==> src/rtl/scan_mux.sv <==
// scan_mux: registered N:1 channel mux with manual select and a timed auto-scan sequencer.
module scan_mux #(
   parameter int N_CH    = 16,
   parameter int DW      = 1,
   parameter int SEL_W   = 4,
   parameter int DWELL_W = 8
) (
   input  logic                 clk,
   input  logic                 rst_n,
   input  logic [N_CH*DW-1:0]   ins,
   input  logic                 mode,
   input  logic [SEL_W-1:0]     sel_in,
   input  logic                 start,
   input  logic                 stop,
   input  logic                 cont,
   input  logic [DWELL_W-1:0]   dwell,
   output logic [DW-1:0]        y,
   output logic                 y_valid,
   output logic [SEL_W-1:0]     cur_sel,
   output logic                 busy,
   output logic                 wrap
);
   typedef enum logic {IDLE, SCAN} state_t;
   state_t state, state_d;
   logic [DW-1:0] y_d, man_y, scan_y;
   logic y_valid_d, wrap_d, last;
   logic [SEL_W-1:0] sel_d;
   logic [DWELL_W-1:0] dcnt, dcnt_d, dwell_q, dwell_q_d;
   // Compare-based muxes so selects at or beyond N_CH read as zero.
   always_comb begin
      man_y = '0;
      scan_y = '0;
      for (int i = 0; i < N_CH; i++) begin
         if (sel_in == SEL_W'(i)) man_y = ins[i*DW +: DW];
         if (cur_sel == SEL_W'(i)) scan_y = ins[i*DW +: DW];
      end
   end
   assign last = cur_sel == SEL_W'(N_CH-1);
   assign busy = state == SCAN;
   always_comb begin
      state_d = state;
      sel_d = cur_sel;
      y_d = y;
      y_valid_d = 1'b0;
      wrap_d = 1'b0;
      dcnt_d = dcnt;
      dwell_q_d = dwell_q;
      if (state == IDLE) begin
         if (!mode) begin
            sel_d = sel_in;
            y_d = man_y;
            y_valid_d = 1'b1;
         end else if (start && !stop) begin
            state_d = SCAN;
            sel_d = '0;
            dcnt_d = '0;
            dwell_q_d = dwell;
         end
      end else if (stop) begin
         state_d = IDLE;
         sel_d = '0;
      end else if (dcnt == dwell_q) begin
         y_d = scan_y;
         y_valid_d = 1'b1;
         dcnt_d = '0;
         wrap_d = last;
         sel_d = last ? '0 : cur_sel + 1'b1;
         state_d = (last && !cont) ? IDLE : SCAN;
      end else begin
         dcnt_d = dcnt + 1'b1;
      end
   end
   always_ff @(posedge clk or negedge rst_n) begin
      if (!rst_n) begin
         state <= IDLE;
         cur_sel <= '0;
         y <= '0;
         y_valid <= 1'b0;
         wrap <= 1'b0;
         dcnt <= '0;
         dwell_q <= '0;
      end else begin
         state <= state_d;
         cur_sel <= sel_d;
         y <= y_d;
         y_valid <= y_valid_d;
         wrap <= wrap_d;
         dcnt <= dcnt_d;
         dwell_q <= dwell_q_d;
      end
   end
endmodule

==> config.mk <==
export PLATFORM = sky130hd
export DESIGN_NAME = scan_mux
export DESIGN_NICKNAME = d
export VERILOG_FILES = /design/src/rtl/scan_mux.sv
export SDC_FILE = /design/constraint.sdc
export NUM_CORES = 1
export LEC_CHECK = 0
export CAP_MARGIN = 30
export CELL_PAD_IN_SITES_DETAIL_PLACEMENT = 1
export CELL_PAD_IN_SITES_GLOBAL_PLACEMENT = 1
export CORE_ASPECT_RATIO = 1.5
export CORE_MARGIN = 2
export CORE_UTILIZATION = 34
export DETAILED_ROUTE_END_ITERATION = 7
export GPL_ROUTABILITY_DRIVEN = 0
export GPL_TIMING_DRIVEN = 0
export PLACE_DENSITY_LB_ADDON = 0.08
export SYNTH_ARGS = -nofsm -noshare
export SYNTH_HDL_FRONTEND = slang
export SYNTH_SLANG_ARGS = --single-unit
==> constraint.sdc <==
create_clock -name clk -period 1.95 [get_ports clk]
set_input_delay 0.585 -clock clk [delete_from_list [all_inputs] [get_ports clk]]
set_output_delay 0.585 -clock clk [all_outputs]
set_load 0.005 [all_outputs]
After elaboration in Yosys (flattened, before gate mapping) --
Cells that the tools add are included.
Storage, ports and cells: output and inout bits 8, word-level logic and storage cells 118, register bits 24, input port bits 34
Cells by class: reduce and logical (&&, ||, !) cells 12, add/sub/neg operators 2, bitwise gates (word level) 1, multiplexer cells 60, equal/unequal tests 36
Operators with widths (number):
- 4-bit == test, second input constant | 16
- 1-bit two-way mux | 49
- 8-bit two-way mux | 5
- 4-bit by 3-bit == test with 1-bit output, second input constant | 8
- 4-bit two-way mux | 6
- 4-bit by 2-bit == test with 1-bit output, second input constant | 4
- 3-bit AND reduction | 3
- 8-bit by 1-bit adder with 8-bit output, second input constant | 1
- 4-bit by 1-bit == test with 1-bit output, second input constant | 2
- 8-bit == test | 1
- 4-bit logical NOT | 2
- 4-bit by 1-bit adder with 4-bit output, second input constant | 1
- 2-bit by 1-bit inequality test with 1-bit output, second input constant | 2
- 2-bit nonzero test | 2
- 3-bit by 1-bit inequality test with 1-bit output, second input constant | 1
- 3-bit by 2-bit inequality test with 1-bit output, second input constant | 1
- 1-bit logical AND | 2
- 1-bit logical NOT | 2
- 2-bit inequality test, second input constant | 1
- 2-bit AND reduction | 1
- 1-bit inverter | 1

Logic depth before layout (Yosys ltp) --
depth in word-level cells 20, mapped depth 7, gate-level depth less buffers 7

Worst setup path before layout --
OpenSTA, ideal clock, no wires.
kind input to register, start point in sel_in[0], end point reg y, setup slack 65 ps, setup time 130 ps, arrival time 1755 ps, stages on the path 6, required time 1820 ps, buffers on the path 1, cells stage by stage buf_2 mux4_2 nor2b_1 a31oi_1 o2111a_1 o31ai_1
On the way: cells in the longest elaborated chain, start to end 19, elaborated cells between the ends (all ways) 34, those cells by class eq/ne (15); mux (18); reduce/logical (1)
Ends and longest elaborated chain:
- from (decl) | RTL line 12 | input logic [SEL_W-1:0] sel_in,
- 4-bit logical NOT | RTL line 34 | if (sel_in == SEL_W'(i)) man_y = ins[i*DW +: DW];
- 1-bit two-way mux (15 in a row) | RTL line 34
- 1-bit two-way mux * | RTL line 34
- 1-bit two-way mux * | RTL line 49 | if (!mode) begin
- 1-bit two-way mux * | RTL line 48 | if (state == IDLE) begin
- to (signal assigned) | RTL line 85 | y <= y_d;
- to (decl) | RTL line 17 | output logic [DW-1:0] y,
Mark *: on every way between the ends. The rest lies on a longest branch, timed or not. The select of a mux whose other input is x is not followed. A chain may end at the register's enable or synchronous reset.

Worst setup path after layout --
start point in ins[2], end point reg y
On the way: cells in the longest elaborated chain, start to end 17, elaborated cells between the ends (all ways) 32, those cells by class mux (32)
Ends and longest elaborated chain:
- from (decl) | RTL line 10 | input logic [N_CH*DW-1:0] ins,
- 1-bit two-way mux (14 in a row) | RTL line 35 | if (cur_sel == SEL_W'(i)) scan_y = ins[i*DW +: DW];
- 1-bit two-way mux | RTL line 62 | end else if (dcnt == dwell_q) begin
- 1-bit two-way mux | RTL line 59 | end else if (stop) begin
- 1-bit two-way mux * | RTL line 48
Marks and branches as above.

==> summary.txt <==
Status = finished clean
Clock period minus worst slack = 1.91 ns
Sequential cell area = 606 sq um
Data required time of the critical path = 2.09 ns
Critical Path Sink Type = flop
Hold_sp = dwell_q[1]$_DFFE_PN0P_
Sw frac = 0.321
Share of layout cells above drive strength 1 = 0.236
Post-synthesis simple-gate area fraction = 0.175
Timing-limited maximum frequency = 0.523 GHz
Total of endpoints with negative setup slack in the final report = 0
Worst setup slack before clock tree synthesis = -0.589 ns
Post-synth EDFFs = 0
Area share of the leading cell type in the synthesized netlist = 0.361
Die Footprint = 5470 sq um
Overall die height = 89.6 um
Number of H-tree levels = 1
Part of the total power dissipated in the clock network = 0.213
Post-DRT Antenna Nets = 0
Start point of the critical path = ins[2]
# fillers = 554
Half-perimeter wire length after detailed placement = 3760 um
Proportion of synthesized chip area in sequential cells = 0.361
CP Class = input pin to flop
Site Rows = 31
Share of the cycle needed by the critical path after routing = 0.980
Synth Cell Area = 1660 sq um
Compound-Gate Fraction of Synth Area = 0.198
Setup repair after global routing missed its margin = yes
Clock latency of the later-clocked register in the worst-skew pair = 0.26 ns
Final Total Pwr = 1.57 mW
Net total in the final layout = 256
Internal power consumption = 1.06 mW
Routed wl met3 = 158 um
Largest family of logic cells by synthesized area = compound AO/OA/AOI/OAI gates
Total power divided by cell area = 675 nW/um^2
Post-Synth XOR/XNOR Area = 0.0422
Final count of hold timing violations = 0
Synthesis-stage register bit count = 24
Proportion of synthesized flip-flops having asynchronous set or reset = 1.00
Number of distinct library cells after synthesis = 49
Final routed DRC violation total = 0
Area growth, synth to finish = 39.8%
Routed via count divided by cell count = 5.48
Arrival time worst endpoint = 2.05 ns
R2R Path Start = cur_sel[1]$_DFFE_PN0P_
Crit path launch type = input pin
Average instance area after synthesis = 10.1 sq um
Via count of the first global-routing pass = 1657
Average wire per cell in the routed design = 17.1 um
Transition time at the pin with the least slew margin = 0.476 ns
Buffer levels on the longest clock path = 2
Non-filler cells in the finished layout = 282
Area contributors post-synth = dfrtp_1 (36%), mux2_2 (6.8%), xor2_1 (4.2%), ha_1 (3.8%), mux2i_1 (3.6%)
Share of total power in combinational logic = 0.378
Worst Skew = 0.00253 ns
# IOs = 42
Worst voltage drop across the vdd grid = 453 uV
Top fanout value on the critical path = 2
Syn_nets = 203
Post-Synthesis Cells = 164
Antenna violations before repair = 0
Antenna Cells = 0
Die Span X = 61.1 um
Global Route Usage Sum = 0.184
Top cell type by total area after synthesis = dfrtp_1
Sequential power share = 0.409
Final Routed Wirelength = 4830 um
Register clock-pin slew on the reported worst setup and hold paths = 0.08 ns
Share of the core filled with cells in the final layout = 0.487
Clk Tree Root Cell = clkbuf_8
Largest net degree at the start of global routing = 18
Worst slew margin = 0.681
Multiplexer share of the synthesized area = 0.149
Multi-input gate area = 1040 sq um
Placeable core area = 4770 sq um
Worst Hold Class = flop to flop
Leading cell types in the layout, fill and taps excluded = clkdlybuf4s50_1 (35), dfrtp_1 (20), nand2_1 (11)
First-pass iteration count of the detailed router = 4
Final setup slack of the worst path = 0.0396 ns
Warnings, synthesis = 0
Num CTS Buffers = 3
Initial cell density of the core = 0.348
Buffers added on ports = 40
Worst Hold Margin = 0.533 ns
Starting DRT DRC Count = 51
Sum of routed wire segments on met1 = 1690 um
Leak = 0.985 nW
Sum of overflow across all layers after global routing = 0
Highest routed metal layer = met4
Net switching component of the power = 0.503 mW
Most common cell after layout, fill and taps aside = clkdlybuf4s50_1
Post-Synth Adder-Cell Area = 0.0377
Max cap viols = 0
Number of vias after detailed routing = 1545
Leading register cell type out of synthesis = dfrtp_1
Sinks on the clock net = 24
Global-route wire length before repair = 7510 um
Total instance count after detailed placement = 271
DR WL met2 = 2890 um
TritonCTS clock tree = built
Final Slew Violations = 0
## per-stage QoR
step	area, sq um	TNS (ns)
floorplan	1660	0
global placement	2140	-7.07
detailed placement	2170	-7.87
CTS	2290	0
global route	2320	-0.0208
finish	2320	0
## worst max-delay path, cell delays in order
cell	delay [ns]
clkdlybuf4s50_1	0.41
mux4_2	0.48
nor2b_1	0.15
a31oi_1	0.14
o2111a_1	0.21
o31ai_1	0.08
## power by group through the flow
stage	logic, mW	clock network [mW]	registers [mW]
after detailed placement	0.552	0	0.652
after global routing	0.647	0.369	0.655
final	0.592	0.334	0.642
after CTS	0.581	0.350	0.641
after floorplan	0.339	0	0.636
after global placement	0.529	0	0.647
## cell type report
type,count,area share
Buffer,5,0.0151
Clock buffer,4,0.0237
Inverter,6,0.00969
Multi-Input combinational cell,128,0.448
Sequential cell,24,0.261
Tap cell,66,0.0355
Timing Repair Buffer,49,0.207
## final timing paths
path / end / slack (ns) / cells past startpoint
max in group asynchronous: cur_sel[3]$_DFFE_PN0P_ / 0.85 / 2
min reg2reg: dwell_q[1]$_DFFE_PN0P_ / 0.53 / 1
min: dwell_q[1]$_DFFE_PN0P_ / 0.53 / 1
max: y$_DFFE_PN0P_ / 0.04 / 6
max reg2reg: y$_DFFE_PN0P_ / 0.07 / 7
min in group asynchronous: dwell_q[6]$_DFFE_PN0P_ / 0.64 / 1
## registers in the layout (all words and copies together) (netlist names)
signal / flops
dcnt: 8
cur_sel: 4
dwell_q: 8
y_valid: 1
busy: 1
y: 1
wrap: 1
## Yosys cell counts (2+ instances only)
master / instances
and3_1: 2
and3_2: 3
a221oi_1: 2
nand3_1: 5
a21oi_1: 9
mux2_4: 2
dfrtp_1: 24
nor3_1: 2
ha_1: 5
inv_1: 6
xor2_1: 8
a22o_1: 2
clkbuf_1: 3
a21o_1: 2
nor2b_1: 2
mux2i_1: 6
nor4_4: 2
nand2_1: 11
nor2_1: 9
a211oi_1: 4
a211o_1: 2
mux2_2: 10
nand2b_1: 4
o21ai_0: 10
o31ai_1: 4
mux4_2: 2
## kinds of logic after synthesis
logic type / after synthesis
AO/OA/AOI/OAI: 47
XOR/XNOR: 8
adder cells (fa/ha/maj): 5
buffers and inverters: 12
flip-flops: 24
multiplexers: 20
AND/OR/NAND/NOR: 48
## layer usage
metal,GRT usage,vias to the layer above
li1,-,715
met1,0.182,787
met2,0.382,33
met3,0.0172,10
met4,0.0514,0
met5,0,-
## what timing repair did
item / in CTS / in global routing
pin swaps: 4 / 3
endpoints found under the setup margin: 14 / 8
hold buffers: 0 / 0
gates resized for setup: 10 / 9
gates cloned: 0 / 0
setup buffers: 7 / 1
Note: power is estimated with default switching activity, not from simulation.
==> RTL change, RTL diff (same flow settings) <==
Reset style: synchronous (`rst_n`), changed in one clocked block.
--- a/src/rtl/scan_mux.sv
+++ b/src/rtl/scan_mux.sv
@@ -72,3 +72,3 @@
    end
-   always_ff @(posedge clk or negedge rst_n) begin
+   always_ff @(posedge clk) begin
       if (!rst_n) begin
Formal check against the unedited RTL: differs if rst_n is asserted again (counterexample within 4 cycles, from zero or initial values and one cycle with rst_n low); with rst_n held inactive, the same outputs for 10 cycles.
==> RTL change against the original RTL <==
First-iteration DRC count is 39% lower. Worst hold slack worse by 51 ps. Die area is 3.3% lower. Core utilization is 1.6 points lower. Via count is 2.3% higher. Sequential power is 19% lower. Wire length is 2.1% higher. Power is 29% lower. Worst setup slack worse by 18 ps. Synthesized area is 3.5% lower. Count of clock-buffer cells in the layout is 1 lower. Final area is 8.0% lower. Sequential cell count stayed put. Fmax is 0.93% lower. Critical path type unchanged. Largest power group unchanged.
==> RTL change: results <==
export IMPL_outcome="finished clean"
export IMPL_comb_multi_input_count=152
export IMPL_synth_async_reset_ratio=0
export IMPL_synth_cells_most_frequent="sky130_fd_sc_hd__nand2_1 (26), sky130_fd_sc_hd__dfxtp_1 (24), sky130_fd_sc_hd__a21oi_1 (20)"
export IMPL_synthMuxAreaShare=0.0695
export IMPL_hold_wc_startpoint="dwell_q[7]"
export IMPL_critical_path_reg2reg_startpoint="cur_sel[0]"
export IMPL_gr_usage_met2=0.415
export IMPL_p_comb_mw=0.303
export IMPL_postCtsSetupBuffers=0
export IMPL_ys_types=47
export IMPL_ys_flop_type="sky130_fd_sc_hd__dfxtp_1"
export IMPL_post_route_cell_area_um2=2140
export IMPL_globalRouteMet1Util=0.189
export IMPL_grt_pass1_vias=1777
export IMPL_buf_share=0.214
export IMPL_worst_path_max_fanout=3
export IMPL_mappedNetlistNets=228
export IMPL_clk_power_mw=0.287
export IMPL_synthesis_area_um2=1600
export IMPL_detailed_route_iter0_violations=31
export IMPL_final_setup_skew_ps=6.76
export IMPL_area_share_sequential=0.226
export IMPL_final_instance_count_excl_fill=296
export IMPL_synth_top_cells_by_area="sky130_fd_sc_hd__dfxtp_1 (30%), sky130_fd_sc_hd__a21oi_1 (6.2%), sky130_fd_sc_hd__nand2_1 (6.1%)"
export IMPL_multi_input_area_share=0.493
export IMPL_met1Wirelength_mm=1.77
export IMPL_p_int_mw=0.806
export IMPL_critPathArrivalTime_ps=2070
export IMPL_grt_util_all_layers=0.197
export IMPL_avgViaCountPerCell=5.34
export IMPL_grt_first_pass_wirelength_mm=7.87
export IMPL_detail_route_met2_wl_mm=2.95
export IMPL_post_placement_cell_count=293
export IMPL_global_route_met3_usage=0.0133
export IMPL_buffers=47
export IMPL_grt_max_degree=13
export IMPL_cts_repair_resize_count=8
export IMPL_met3WireLength_um=161
export IMPL_layout_drive_gt1_share=0.0991
export IMPL_fillerInstances=568
RTL change: changes by cell type after synthesis, moves of 5 or more:
cell,unedited run,this run
sky130_fd_sc_hd__mux2i_1,6,1
sky130_fd_sc_hd__nor2_1,9,16
sky130_fd_sc_hd__xnor2_1,0,9
sky130_fd_sc_hd__nand2_1,11,26
sky130_fd_sc_hd__a21oi_1,9,20
sky130_fd_sc_hd__dfrtp_1,24,0
sky130_fd_sc_hd__nand4_1,1,6
sky130_fd_sc_hd__dfxtp_1,0,24
sky130_fd_sc_hd__o21ai_0,10,4
sky130_fd_sc_hd__mux2_2,10,0
RTL change: path summary, 6_finish.rpt:
| check | end | slack, ps | cells past startpoint |
|---|---|---|---|
| worst max-delay path | y | 20 | 5 |
| worst min-delay path | dwell_q[7] | 480 | 2 |
| worst max register to register | y | 70 | 7 |
| worst min register to register | dwell_q[7] | 480 | 2 |
